$ cat src/rtl/bsg_manycore_cache_arbiter_pkg.sv
// ---------------------------------------------------------------------------
// bsg_manycore_cache_arbiter_pkg
//
// Shared declarations for the manycore cache arbiter.
//   lock_state_e : state of the per-requester burst lock.
// The arbiter itself is width-parameterized only; this package carries the
// lock FSM encoding so the arbiter and its checker agree on it.
// ---------------------------------------------------------------------------
package bsg_manycore_cache_arbiter_pkg;

   typedef enum logic [0:0] {
      LOCK_UNLOCKED = 1'b0,
      LOCK_LOCKED   = 1'b1
   } lock_state_e;

endpackage

$ cat src/rtl/bsg_manycore_cache_arbiter_chk.sv
// ---------------------------------------------------------------------------
// bsg_manycore_cache_arbiter_chk
//
// Simulation-only property checker for the arbiter's internal indices and
// one-hot routing outputs. No logic is driven from here.
//   clk_i, reset_i      : arbiter clock / synchronous reset
//   grant_id_i          : current grant index
//   rr_ptr_i, lock_id_i : round-robin pointer and lock owner
//   tl_id_i, tv_id_i    : owners of the tag-lookup / tag-verify stages
//   req_v_o_i           : routed response valids
//   req_v_we_o_i        : routed tl->tv advance strobes
// ---------------------------------------------------------------------------
module bsg_manycore_cache_arbiter_chk #(
   parameter int num_req_p     = 2,
   parameter int lg_num_req_lp = 1
) (
   input logic                     clk_i,
   input logic                     reset_i,
   input logic [lg_num_req_lp-1:0] grant_id_i,
   input logic [lg_num_req_lp-1:0] rr_ptr_i,
   input logic [lg_num_req_lp-1:0] lock_id_i,
   input logic [lg_num_req_lp-1:0] tl_id_i,
   input logic [lg_num_req_lp-1:0] tv_id_i,
   input logic [num_req_p-1:0]     req_v_o_i,
   input logic [num_req_p-1:0]     req_v_we_o_i
);

   a_grant_range : assert property (@(posedge clk_i) disable iff (reset_i)
      int'(grant_id_i) < num_req_p);
   a_ptr_range   : assert property (@(posedge clk_i) disable iff (reset_i)
      int'(rr_ptr_i) < num_req_p);
   a_lock_range  : assert property (@(posedge clk_i) disable iff (reset_i)
      int'(lock_id_i) < num_req_p);
   a_tl_range    : assert property (@(posedge clk_i) disable iff (reset_i)
      int'(tl_id_i) < num_req_p);
   a_tv_range    : assert property (@(posedge clk_i) disable iff (reset_i)
      int'(tv_id_i) < num_req_p);
   a_v_onehot    : assert property (@(posedge clk_i) disable iff (reset_i)
      $onehot0(req_v_o_i));
   a_we_onehot   : assert property (@(posedge clk_i) disable iff (reset_i)
      $onehot0(req_v_we_o_i));

endmodule

$ cat src/rtl/bsg_manycore_cache_arbiter_rr.sv
// ---------------------------------------------------------------------------
// bsg_manycore_cache_arbiter_rr
//
// Purely combinational round-robin grant with a force override.
//   v_i        : per-requester valid
//   ptr_i      : index where the round-robin search starts
//   force_v_i  : when set, the grant is pinned to force_id_i
//   force_id_i : pinned grant index (the lock owner)
//   grant_v_o  : valid of the granted requester
//   grant_id_o : granted index (meaningful only while grant_v_o = 1)
// ---------------------------------------------------------------------------
module bsg_manycore_cache_arbiter_rr #(
   parameter int num_req_p     = 2,
   parameter int lg_num_req_lp = 1
) (
   input  logic [num_req_p-1:0]     v_i,
   input  logic [lg_num_req_lp-1:0] ptr_i,
   input  logic                     force_v_i,
   input  logic [lg_num_req_lp-1:0] force_id_i,
   output logic                     grant_v_o,
   output logic [lg_num_req_lp-1:0] grant_id_o
);

   logic                     rr_v;
   logic [lg_num_req_lp-1:0] rr_id;
   logic [lg_num_req_lp-1:0] cand;

   // (base + off) mod num_req_p, with base < num_req_p and off < num_req_p
   function automatic logic [lg_num_req_lp-1:0] wrap_add(
      input logic [lg_num_req_lp-1:0] base,
      input int                       off
   );
      int sum;
      sum = int'(base) + off;
      return lg_num_req_lp'((sum >= num_req_p) ? (sum - num_req_p) : sum);
   endfunction

   // Rotating priority search: walking offsets from high to low lets the
   // smallest offset from ptr_i win, which is the first valid at/after ptr_i.
   always_comb begin
      rr_v  = 1'b0;
      rr_id = ptr_i;
      cand  = '0;
      for (int i = num_req_p - 1; i >= 0; i--) begin
         cand  = wrap_add(ptr_i, i);
         rr_v  = rr_v | v_i[cand];
         rr_id = v_i[cand] ? cand : rr_id;
      end
   end

   // The lock pins the grant even when the owner is momentarily not valid.
   assign grant_v_o  = force_v_i ? v_i[force_id_i] : rr_v;
   assign grant_id_o = force_v_i ? force_id_i      : rr_id;

endmodule

$ cat src/rtl/bsg_manycore_cache_arbiter.sv
// ---------------------------------------------------------------------------
// bsg_manycore_cache_arbiter
//
// Lets num_req_p link-to-cache adapters share one bsg_cache. Packets are
// arbitrated round-robin; a requester may hold the grant across a burst by
// raising req_lock_i. The owner of the packet in the cache's tag-lookup (tl)
// and tag-verify (tv) stages is tracked so that v_we and responses return to
// the requester that issued them. All request/response paths are
// combinational.
//
// Ports
//   clk_i, reset_i     : clock, synchronous active-high reset
//   req_cache_pkt_i    : per-requester packet
//   req_v_i            : per-requester packet valid
//   req_lock_i         : keep the grant after this packet is accepted
//   req_yumi_o         : packet accepted (one-hot)
//   req_data_o         : response data, broadcast
//   req_v_o            : response valid (one-hot, to tv owner)
//   req_yumi_i         : requester consumes its response
//   req_v_we_o         : tl->tv advance strobe (one-hot, to tl owner)
//   cache_pkt_o, v_o   : muxed packet and valid to the cache
//   yumi_i             : cache accepts the packet
//   data_i, v_i        : cache response data / valid
//   yumi_o             : response consumed
//   v_we_i             : cache tl->tv advance
// ---------------------------------------------------------------------------
module bsg_manycore_cache_arbiter
   import bsg_manycore_cache_arbiter_pkg::*;
#(
   parameter int num_req_p         = 2,
   parameter int cache_pkt_width_p = 32,
   parameter int data_width_p      = 32
) (
   input  logic                                        clk_i,
   input  logic                                        reset_i,

   input  logic [num_req_p-1:0][cache_pkt_width_p-1:0] req_cache_pkt_i,
   input  logic [num_req_p-1:0]                        req_v_i,
   input  logic [num_req_p-1:0]                        req_lock_i,
   output logic [num_req_p-1:0]                        req_yumi_o,

   output logic [data_width_p-1:0]                     req_data_o,
   output logic [num_req_p-1:0]                        req_v_o,
   input  logic [num_req_p-1:0]                        req_yumi_i,
   output logic [num_req_p-1:0]                        req_v_we_o,

   output logic [cache_pkt_width_p-1:0]                cache_pkt_o,
   output logic                                        v_o,
   input  logic                                        yumi_i,

   input  logic [data_width_p-1:0]                     data_i,
   input  logic                                        v_i,
   output logic                                        yumi_o,
   input  logic                                        v_we_i
);

   localparam int lg_num_req_lp = (num_req_p > 1) ? $clog2(num_req_p) : 1;

   lock_state_e              state_q,   state_d;
   logic [lg_num_req_lp-1:0] rr_ptr_q,  rr_ptr_d;
   logic [lg_num_req_lp-1:0] lock_id_q, lock_id_d;
   logic [lg_num_req_lp-1:0] tl_id_q,   tl_id_d;
   logic [lg_num_req_lp-1:0] tv_id_q,   tv_id_d;

   logic                     grant_v;
   logic [lg_num_req_lp-1:0] grant_id;

   // index + 1 mod num_req_p
   function automatic logic [lg_num_req_lp-1:0] next_idx(
      input logic [lg_num_req_lp-1:0] idx
   );
      return (idx == lg_num_req_lp'(num_req_p - 1)) ? '0 : (idx + 1'b1);
   endfunction

   bsg_manycore_cache_arbiter_rr #(
      .num_req_p     (num_req_p),
      .lg_num_req_lp (lg_num_req_lp)
   ) rr (
      .v_i        (req_v_i),
      .ptr_i      (rr_ptr_q),
      .force_v_i  (state_q == LOCK_LOCKED),
      .force_id_i (lock_id_q),
      .grant_v_o  (grant_v),
      .grant_id_o (grant_id)
   );

   assign v_o         = grant_v;
   assign cache_pkt_o = req_cache_pkt_i[grant_id];
   assign req_data_o  = data_i;
   assign yumi_o      = req_yumi_i[tv_id_q];

   // Steer accept, advance and response strobes to their single owner.
   always_comb begin
      req_yumi_o           = '0;
      req_v_we_o           = '0;
      req_v_o              = '0;
      req_yumi_o[grant_id] = yumi_i;
      req_v_we_o[tl_id_q]  = v_we_i;
      req_v_o[tv_id_q]     = v_i;
   end

   // Lock FSM and round-robin pointer next state. The pointer only moves on
   // an unlocked, non-locking accept or on lock release, so a burst does not
   // perturb the fairness order.
   always_comb begin
      state_d   = state_q;
      lock_id_d = lock_id_q;
      rr_ptr_d  = rr_ptr_q;
      case (state_q)
         LOCK_UNLOCKED: begin
            if (yumi_i) begin
               if (req_lock_i[grant_id]) begin
                  state_d   = LOCK_LOCKED;
                  lock_id_d = grant_id;
               end else begin
                  rr_ptr_d  = next_idx(grant_id);
               end
            end else begin
               state_d = LOCK_UNLOCKED;
            end
         end
         LOCK_LOCKED: begin
            if (yumi_i && !req_lock_i[lock_id_q]) begin
               state_d  = LOCK_UNLOCKED;
               rr_ptr_d = next_idx(lock_id_q);
            end else begin
               state_d  = LOCK_LOCKED;
            end
         end
         default: begin
            state_d = LOCK_UNLOCKED;
         end
      endcase
   end

   // Stage ownership: tv inherits the pre-edge tl owner even when a new
   // packet enters tl in the same cycle.
   always_comb begin
      tl_id_d = yumi_i ? grant_id : tl_id_q;
      tv_id_d = v_we_i ? tl_id_q  : tv_id_q;
   end

   // State registers; reset drops any lock and in-flight ownership.
   always_ff @(posedge clk_i) begin
      if (reset_i) begin
         state_q   <= LOCK_UNLOCKED;
         rr_ptr_q  <= '0;
         lock_id_q <= '0;
         tl_id_q   <= '0;
         tv_id_q   <= '0;
      end else begin
         state_q   <= state_d;
         rr_ptr_q  <= rr_ptr_d;
         lock_id_q <= lock_id_d;
         tl_id_q   <= tl_id_d;
         tv_id_q   <= tv_id_d;
      end
   end

   bsg_manycore_cache_arbiter_chk #(
      .num_req_p     (num_req_p),
      .lg_num_req_lp (lg_num_req_lp)
   ) chk (
      .clk_i        (clk_i),
      .reset_i      (reset_i),
      .grant_id_i   (grant_id),
      .rr_ptr_i     (rr_ptr_q),
      .lock_id_i    (lock_id_q),
      .tl_id_i      (tl_id_q),
      .tv_id_i      (tv_id_q),
      .req_v_o_i    (req_v_o),
      .req_v_we_o_i (req_v_we_o)
   );

endmodule

$ cat config.mk
export PLATFORM = sky130hd
export DESIGN_NAME = bsg_manycore_cache_arbiter
export DESIGN_NICKNAME = d
export VERILOG_FILES = /design/src/rtl/bsg_manycore_cache_arbiter_pkg.sv /design/src/rtl/bsg_manycore_cache_arbiter_chk.sv /design/src/rtl/bsg_manycore_cache_arbiter_rr.sv /design/src/rtl/bsg_manycore_cache_arbiter.sv
export SDC_FILE = /design/constraint.sdc
export NUM_CORES = 1
export LEC_CHECK = 0
export ABC_CLOCK_PERIOD_IN_PS = 2590
export BUFFER_PORTS_ARGS = -buffer_cell sky130_fd_sc_hd__buf_2
export CAP_MARGIN = 25
export CORE_AREA = 2 2 70 72
export CTS_CLUSTER_SIZE = 8
export DETAILED_ROUTE_END_ITERATION = 10
export DIE_AREA = 0 0 72 74
export GPL_TIMING_DRIVEN = 0
export HOLD_SLACK_MARGIN = 0.08
export PLACE_DENSITY = 0.74
export SKIP_LAST_GASP = 1
export SYNTH_ARGS = -nofsm -noshare
export SYNTH_HDL_FRONTEND = slang
export SYNTH_SLANG_ARGS = --single-unit
$ cat constraint.sdc
create_clock -name clk_i -period 2.59 [get_ports clk_i]
set_input_delay 0.6475 -clock clk_i [delete_from_list [all_inputs] [get_ports clk_i]]
set_output_delay 0.6475 -clock clk_i [all_outputs]
set_load 0.02 [all_outputs]
==> results of run 1 <==
==> synthesized netlist by cell type (2+ instances only) <==
cell type  number  share of area (%)
a31oi_1         2                1.3
o21ai_0         2                1.0
inv_1           6                2.3
buf_6           3                3.4
nor2b_1         2                1.3
buf_4          32                 24
mux2_2         33                 37
clkbuf_1        2               0.76
nand2_1         3                1.1
a21oi_1         4                2.0
nor2_1          3                1.1
dfxtp_1         5                 10
and2_1          4                2.5
==> cell type report <==
cell class	instances	area [um2]	share of cell area [%]
sequential	5	100.1	4.444
multi-input combinational	66	694.4	30.83
buffer	37	281.5	12.50
inverter	6	22.52	1.000
tap	54	67.56	3.000
clock buffer	4	45.04	2.000
timing repair buffer	154	1041	46.22
==> power groups by stage <==
stage | Sequential (mW) | Combinational [mW] | Clock (mW)
global route | 0.0891 | 0.779 | 0.156
global placement | 0.0894 | 0.517 | 0
finish | 0.0882 | 0.735 | 0.146
floorplan | 0.0884 | 0.354 | 0
CTS | 0.0882 | 0.733 | 0.153
detailed placement | 0.0895 | 0.522 | 0
==> worst max-delay path by stage <==
stage                    start         endpoint  depth (start not counted)
floorplan           req_v_i[0]  cache_pkt_o[11]                          5
global route        req_v_i[0]  cache_pkt_o[28]                          8
detailed placement  req_v_i[0]  cache_pkt_o[15]                          7
finish              req_v_i[0]  cache_pkt_o[18]                          8
CTS                 req_v_i[0]   cache_pkt_o[4]                          8
global placement    req_v_i[0]  cache_pkt_o[17]                          7
==> sequential cells by signal, summed over array words and instances, names as in the netlist <==
name and flops:
tl_id_q 1, tv_id_q 1, rr_ptr_q 1, lock_id_q 1, state_q 1
==> kinds of logic after synthesis <==
logic type / synth area share (%)
mux: 38.41
buf+inv: 30.60
fa+ha+maj: 1.133
flops: 10.08
simple gates: 8.187
compound gates: 11.59
==> layer usage <==
layer  routed length [um]  share of wire [%]  vias up
li1                     -                  -      678
met1                 1456                 35      608
met2                 2260                 55       82
met3                  335                8.1        4
met4                   59                1.4        0
met5                    0                  0        -
==> layout by cell type, fill, tap and decap left out, types with 2 or more instances in the layout <==
cell type  netlist  routed
a21oi_1          4       4
a31oi_1          2       2
and2_1           4       4
buf_2            0     111
buf_4           32      35
buf_6            3      41
clkbuf_1         2       3
clkbuf_8         0       3
dfxtp_1          5       5
inv_1            6       5
mux2_2          33       5
mux2_4           0      28
nand2_1          3       3
nor2_1           3       3
nor2b_1          2       2
o21ai_0          2       2
==> metrics by stage <==
stage | cells | util [%] | hold slack [ps]
6_report | 326 | 48.98 | 542.7
5_1_grt | 326 | 48.98 | 591.8
4_1_cts | 326 | 48.98 | 530.3
3_5_place_dp | 313 | 38.86 | 524.8
3_3_place_gp | 313 | 38.86 | 517.5
2_1_floorplan | 114 | - | 481.4
==> worst min-delay path: stages (launching register included) <==
cell	delay (ps)
dfxtp_1	320
a21oi_1	130
nor2_1	50
==> repair_timing <==
item | in CTS | in global routing
gates cloned | 2 | 0
setup buffers | 7 | 0
setup endpoints to repair | 32 | 33
gates resized for setup | 106 | 0
pin swaps | 2 | 1
==> impl_metrics.env, run 1 <==
export IMPL_hold_viol_final=0
export IMPL_drt_iter0_drc=48
export IMPL_crit_slowest_cell="maj3_2"
export IMPL_ys_flop_type="dfxtp_1"
export IMPL_seqPwrFrac_pct=9.1
export IMPL_grt_overflow=0
export IMPL_numPortBuffers=145
export IMPL_row_count=25
export IMPL_leakagePower_nw=1.291
export IMPL_cts_tree="built"
export IMPL_use_met1_pct=15.87
export IMPL_dpl_cell_area_um2=1787
export IMPL_drv_cap=0
export IMPL_start_util_pct=21.61
export IMPL_die_y_um=74
export IMPL_cp_max_fo=5
export IMPL_cell_internal_pwr_mw=0.6018
export IMPL_hold_depth=2
export IMPL_finalSetupViolations=24
export IMPL_root_buffer="clkbuf_8"
export IMPL_h_tree_depth=1
export IMPL_clk_insertion_delay_late_ps=220
export IMPL_fin_ws_ps=-41.27
export IMPL_fin_tns_setup_ps=-655.9
export IMPL_rr_endpoint="tl_id_q"
export IMPL_path_clk_slew_ps=30
export IMPL_firstDrtPassIters=4
export IMPL_fp_dieW_um=72
export IMPL_async_flop_share_pct=0
export IMPL_antenna_cells=0
export IMPL_reg2reg_slack_ps=1130
export IMPL_grt_pass1_vias=1327
export IMPL_synth_seq_area_share_pct=10.08
export IMPL_ys_types=26
export IMPL_grt_use_met2_pct=26.65
export IMPL_comb_power_share_pct=75.8
export IMPL_antenna_found_initial=0
export IMPL_startpoint_type="input pin"
export IMPL_io_pins=179
export IMPL_crit_arrival_ps=1980
export IMPL_post_route_period_util_pct=101.6
export IMPL_fin_area_um2=2252
export IMPL_tightest_slew_ps=419.7
export IMPL_ys_warn_count=0
export IMPL_core_area_um2=4598
export IMPL_path_common_cell="buf_6"
export IMPL_crit_chain="buf_8 -> inv_2 -> maj3_2 -> o21ai_4 -> buf_6 -> buf_6 -> mux2_4 -> buf_6"
export IMPL_fin_nets=380
export IMPL_ys_seq_elements=5
export IMPL_final_antenna_net_count=0
export IMPL_dieArea_um2=5328
export IMPL_clockBufferDepth=2
export IMPL_cts_made_buffers=3
export IMPL_wl_um=4112
export IMPL_place_congestion=0.8479
export IMPL_synth_edf_count=0
export IMPL_r2r_start="state_q"
export IMPL_status="finished with violations"
export IMPL_cp_required_ps=1940
export IMPL_power_switching_mw=0.3678
export IMPL_rr_worst_depth=7
export IMPL_holdPathEnd="tv_id_q"
export IMPL_hpwl_um=2959
export IMPL_p_clk_share_pct=15.1
export IMPL_rsz0062_at_grt="yes"
export IMPL_path_delay_family="buffers and inverters"
export IMPL_track_usage_pct=14.07
export IMPL_hp_class="reg -> reg"
export IMPL_drcViolationCount=0
export IMPL_max_freq_mhz=380.0
export IMPL_crit_type="in -> out"
export IMPL_grt_pass1_wl_um=5871
export IMPL_synth_cells=114
export IMPL_ctsHoldBuffers=0
export IMPL_busiest_layer="met2"
export IMPL_drive_above_1_share_pct=84.19
export IMPL_via_per_inst=4.209
export IMPL_powerDensity_nw_per_um2=430.5
export IMPL_num_fill_cells=425
export IMPL_period_needed_ps=2631
export IMPL_worst_path_buf_inv=5
export IMPL_syn_mean_instance_area_um2=8.715
export IMPL_switching_share_pct=37.94
export IMPL_peakVddDrop_uv=196.1
export IMPL_violations="negative setup slack"
export IMPL_cpPeakStageDelay_ps=330
export IMPL_hold_start="tv_id_q"
export IMPL_syn2layout_area_growth_pct=126.7
export IMPL_syn_area_um2=993.5
export IMPL_grt_max_degree=10
export IMPL_slew_violations=0
export IMPL_finClkSkew_ps=1.433
export IMPL_max_slew_margin_pct=71.83
export IMPL_synth_nets=221
export IMPL_cts_sinks=5
export IMPL_avgRoutedWirePerCell_um=12.61
export IMPL_grt_use_met3_pct=2.033
export IMPL_pre_cts_slack_ps=-198.2
export IMPL_routed_via_count=1372
export IMPL_p_total_mw=0.9696
export IMPL_cp_end_kind="primary output"
No activity file was read; power rests on OpenSTA's default activity.
==> inputs of run 2 (changes only) <==
GPL_TIMING_DRIVEN = default   (was 0)
REMOVE_ABC_BUFFERS = 1   (was default)
==> run 2 against run 1 <==
Compared with the run above:
- the flow still finishes with violations (negative setup slack)
- maximum frequency fell by 1.2%
- sequential cell count stayed put
- non-clock buffer count is 73 lower
- count of clock-buffer cells in the layout did not move
- clock skew about the same
- wire length fell by 6.0%
- critical endpoint is now cache_pkt_o[19]
==> impl_metrics.env, run 2 (synthesis gave the netlist of run 1 again) <==
export IMPL_rsz0062_at_grt="yes"
export IMPL_busiest_layer="met2"
export IMPL_fp_dieW_um=72
export IMPL_p_total_mw=0.6625
export IMPL_crit_arrival_ps=2020
export IMPL_cpPeakStageDelay_ps=350
export IMPL_grt_max_degree=21
export IMPL_max_slew_margin_pct=69.85
export IMPL_grt_overflow=0
export IMPL_drive_above_1_share_pct=78.89
export IMPL_hpwl_um=3426
export IMPL_rr_endpoint="rr_ptr_q"
export IMPL_avgRoutedWirePerCell_um=15.28
export IMPL_crit_type="in -> out"
export IMPL_cp_required_ps=1940
export IMPL_violations="negative setup slack"
export IMPL_multi_input_area_um2=589.3
export IMPL_worst_path_buf_inv=3
export IMPL_grt_pass1_wl_um=5092
export IMPL_clockBufferDepth=2
export IMPL_cts_repair_resized=0
export IMPL_via_per_inst=4.553
export IMPL_h_tree_depth=1
export IMPL_dpl_cell_area_um2=1405
export IMPL_fin_ws_ps=-73.32
export IMPL_fin_nets=307
export IMPL_row_count=25
export IMPL_clk_insertion_delay_late_ps=220
export IMPL_start_util_pct=21.61
export IMPL_leakagePower_nw=0.7694
export IMPL_cts_made_buffers=3
export IMPL_final_cell_mix="114 x buf_2, 33 x mux2_2, 6 x inv_1, 5 x dfxtp_1"
export IMPL_numPortBuffers=114
export IMPL_cts_sinks=5
export IMPL_grt_pass1_vias=1000
export IMPL_startpoint="req_v_i[1]"
export IMPL_slew_violations=0
export IMPL_grt_use_met3_pct=14.63
export IMPL_crit_chain="buf_2 -> maj3_2 -> o21ai_4 -> buf_12 -> mux2_2 -> buf_2"
export IMPL_cts_tree="built"
export IMPL_syn2layout_area_growth_pct=45.97
export IMPL_r2r_start="rr_ptr_q"
export IMPL_num_fill_cells=471
export IMPL_root_buffer="clkbuf_8"
export IMPL_io_pins=179
export IMPL_path_common_cell="buf_2"
export IMPL_place_congestion=0.8355
export IMPL_layout_commonest_cell="buf_2"
export IMPL_wl_um=3865
export IMPL_hold_start="tl_id_q"
export IMPL_antenna_found_initial=0
export IMPL_fin_area_um2=1450
export IMPL_path_clk_slew_ps=30
export IMPL_register_area_um2=100.1
export IMPL_max_freq_mhz=375.5
export IMPL_hold_viol_final=0
export IMPL_peakVddDrop_uv=106.3
export IMPL_cp_end_kind="primary output"
export IMPL_rr_worst_depth=4
export IMPL_antenna_cells=0
export IMPL_hold_depth=2
export IMPL_final_antenna_net_count=0
export IMPL_grt_use_met2_pct=18.52
export IMPL_status="finished with violations"
export IMPL_pre_cts_slack_ps=-79.46
export IMPL_tightest_slew_ps=449.2
export IMPL_drv_cap=0
export IMPL_use_met1_pct=12.87
export IMPL_finClkSkew_ps=1.070
export IMPL_reg2reg_slack_ps=1250
export IMPL_period_needed_ps=2663
export IMPL_core_area_um2=4598
export IMPL_finalSetupViolations=32
export IMPL_hp_class="reg -> reg"
export IMPL_drt_iter0_drc=24
export IMPL_drcViolationCount=0
export IMPL_firstDrtPassIters=4
export IMPL_startpoint_type="input pin"
export IMPL_holdPathEnd="tl_id_q"
export IMPL_path_delay_family="buffers and inverters"
export IMPL_powerDensity_nw_per_um2=456.9
export IMPL_die_y_um=74
export IMPL_track_usage_pct=13.17
export IMPL_ctsHoldBuffers=0
export IMPL_cp_max_fo=20
export IMPL_post_route_period_util_pct=102.8
export IMPL_routed_via_count=1152
export IMPL_fin_tns_setup_ps=-1503
export IMPL_crit_slowest_cell="mux2_2"
export IMPL_dieArea_um2=5328
run 2: where the power goes:
group	total [mW]	switching, mW	internal (mW)
sequential	0.0922	0.00825	0.0839
combinational	0.427	0.217	0.210
clock	0.143	0.0377	0.106
run 2: cell type report:
class | instances | share of cell area [%]
repair buffers | 118 | 43.14
multi-input cells | 66 | 40.64
flip-flops and latches | 5 | 6.903
well taps | 54 | 4.659
clock buffers | 4 | 3.106
inverters | 6 | 1.553
run 2: tightest hold or removal path, delay by kind of cell (launching register included):
kind / cells / cell delay, ps
simple gates: 1 / 100
flops: 1 / 310
compound gates: 1 / 50
run 2: metrics by stage:
step / util, % / hold slack (ps) / instances
4_1_cts: 31.54 / 516.4 / 253
2_1_floorplan: - / 481.4 / 77
6_report: 31.54 / 515.1 / 253
5_1_grt: 31.54 / 556.5 / 253
3_3_place_gp: 30.56 / 504.1 / 249
3_5_place_dp: 30.56 / 511.3 / 249
run 2: how the worst max path moves through the flow:
stage                                  to  cells after the start
after floorplan            cache_pkt_o[0]                      4
after global placement    cache_pkt_o[19]                      6
after detailed placement  cache_pkt_o[19]                      6
after CTS                 cache_pkt_o[19]                      6
after global routing      cache_pkt_o[19]                      7
final                     cache_pkt_o[19]                      6
run 2: layer usage:
metal | up-vias | wire, um
li1 | 534 | -
met1 | 489 | 1297
met2 | 120 | 1536
met3 | 7 | 956
met4 | 2 | 29
met5 | - | 46
run 2: repair_timing:
item,CTS,global route
setup endpoints to repair,32,32
setup buffers,0,0
pin swaps,0,0
==> inputs of run 3 (changes only) <==
SETUP_SLACK_MARGIN = 0.3   (was default)
==> run 3 against run 2 <==
Compared with the run above:
- the run still ends with negative setup slack left
- register-to-register slack got worse by 530 ps
- total power rose by 5.5%
- largest cell class unchanged
- critical path depth did not move
- sequential power barely moved
- final cell count rose by 3.6%
- first-iteration DRC count fell by 25%
- wire length rose by 3.7%
- clock power barely moved
- cell area rose by 7.4%
- global-route usage rose by 0.37 points
==> impl_metrics.env, run 3 (synthesis gave the netlist of run 1 again) <==
export IMPL_fin_ws_ps=-47.90
export IMPL_firstDrtPassIters=4
export IMPL_slew_violations=0
export IMPL_row_count=25
export IMPL_io_pins=179
export IMPL_grt_pass1_wl_um=5257
export IMPL_root_buffer="clkbuf_8"
export IMPL_grt_overflow=0
export IMPL_period_needed_ps=2638
export IMPL_violations="negative setup slack"
export IMPL_syn2layout_area_growth_pct=56.80
export IMPL_pre_cts_slack_ps=-79.46
export IMPL_startpoint_type="input pin"
export IMPL_status="finished with violations"
export IMPL_start_util_pct=21.61
export IMPL_crit_arrival_ps=1990
export IMPL_drive_above_1_share_pct=80.77
export IMPL_rr_worst_depth=9
export IMPL_endpoint="cache_pkt_o[19]"
export IMPL_cts_tree="built"
export IMPL_place_congestion=0.8355
export IMPL_cp_required_ps=1940
export IMPL_antenna_found_initial=0
export IMPL_drv_cap=0
export IMPL_fin_nets=316
export IMPL_drcViolationCount=0
export IMPL_clk_insertion_delay_late_ps=220
export IMPL_dpl_cell_area_um2=1405
export IMPL_r2r_start="rr_ptr_q"
export IMPL_core_area_um2=4598
export IMPL_grt_pass1_vias=1034
export IMPL_cts_made_buffers=3
export IMPL_startpoint="req_v_i[1]"
export IMPL_max_slew_margin_pct=66.87
export IMPL_via_per_inst=4.534
export IMPL_grt_max_degree=21
export IMPL_drt_iter0_drc=18
export IMPL_cts_sinks=5
export IMPL_final_cell_mix="111 x buf_2, 33 x mux2_2, 7 x buf_4, 6 x buf_6"
export IMPL_hold_viol_final=0
export IMPL_die_y_um=74
export IMPL_fin_area_um2=1558
export IMPL_peakVddDrop_uv=110.1
export IMPL_tightest_slew_ps=493.6
export IMPL_finClkSkew_ps=1.803
export IMPL_holdWs_ps=515.1
export IMPL_numPortBuffers=114
export IMPL_track_usage_pct=13.54
export IMPL_rsz0062_at_grt="yes"
export IMPL_path_clk_slew_ps=30
export IMPL_post_route_period_util_pct=101.8
export IMPL_hpwl_um=3426
export IMPL_ctsHoldBuffers=0
export IMPL_routed_via_count=1188
export IMPL_antenna_cells=0
export IMPL_h_tree_depth=1
export IMPL_final_antenna_net_count=0
export IMPL_powerDensity_nw_per_um2=448.7
export IMPL_max_freq_mhz=379.1
export IMPL_layout_commonest_cell="buf_2"
export IMPL_cp_max_fo=20
export IMPL_cp_end_kind="primary output"
export IMPL_dieArea_um2=5328
export IMPL_fp_dieW_um=72
export IMPL_rr_endpoint="rr_ptr_q"
export IMPL_hp_class="reg -> reg"
export IMPL_finalSetupViolations=30
export IMPL_clockBufferDepth=2
export IMPL_reg2reg_slack_ps=720
export IMPL_crit_type="in -> out"
export IMPL_leakagePower_nw=0.8258
export IMPL_wl_um=4007
export IMPL_avgRoutedWirePerCell_um=15.29
[run 3: changes by cell type in the layout (fill, tap and decap cells not counted), sizes merged]
cell / change
buf: +9
[run 3: worst min-delay path by stage]
| stage | start | endpoint | slack (ps) | cells after the start |
|---|---|---|---|---|
| after floorplan | tl_id_q | tl_id_q | 480 | 2 |
| after global placement | tl_id_q | tl_id_q | 500 | 2 |
| after global routing | tl_id_q | tl_id_q | 560 | 2 |
| final | tl_id_q | tl_id_q | 520 | 2 |
| after detailed placement | tl_id_q | tl_id_q | 510 | 2 |
| after CTS | tl_id_q | tl_id_q | 520 | 2 |
[run 3: layer usage]
metal | GRT usage [%] | up-vias | share of wire [%]
li1 | - | 550 | -
met5 | 5.556 | - | 1.1
met1 | 13.19 | 503 | 33
met3 | 14.63 | 9 | 24
met4 | 2.516 | 2 | 0.72
met2 | 19.44 | 124 | 41
[run 3: area by class of cell]
cell class | instances | area [um2]
Tap cell | 54 | 67.56
Inverter | 6 | 22.52
Clock buffer | 4 | 45.04
Sequential cell | 5 | 100.1
Fill cell | 457 | 3040
Timing Repair Buffer | 127 | 730.7
Multi-Input combinational cell | 66 | 591.8
[run 3: power by group]
part	internal (mW)	switching (mW)
Sequential	0.0839	0.00847
Clock	0.106	0.0384
Combinational	0.238	0.225
Total	0.427	0.272
[run 3: critical path, stage by stage]
cell and delay (ps):
buf_8 90, maj3_2 340, o21ai_4 200, buf_12 190, mux2_2 350, buf_2 160
[run 3: timing repair]
item / CTS / global route
endpoints found under the hold margin: 0 / 0
pin swaps: 1 / 0
gates resized for setup: 12 / 0
buffers inserted: 6 / 3
setup endpoints to repair: 34 / 34
[run 3: through the flow]
step / utilization, % / total power, mW / setup TNS, ps / std cells
after CTS: 33.39 / 0.6959 / -767.4 / 259
after detailed placement: 30.56 / 0.5237 / -1573 / 249
after global placement: 30.56 / 0.5162 / -1165 / 249
final: 33.88 / 0.6990 / -728.7 / 262
after floorplan: - / 0.3507 / -4437 / 77
after global routing: 33.88 / 0.7410 / -2009 / 262
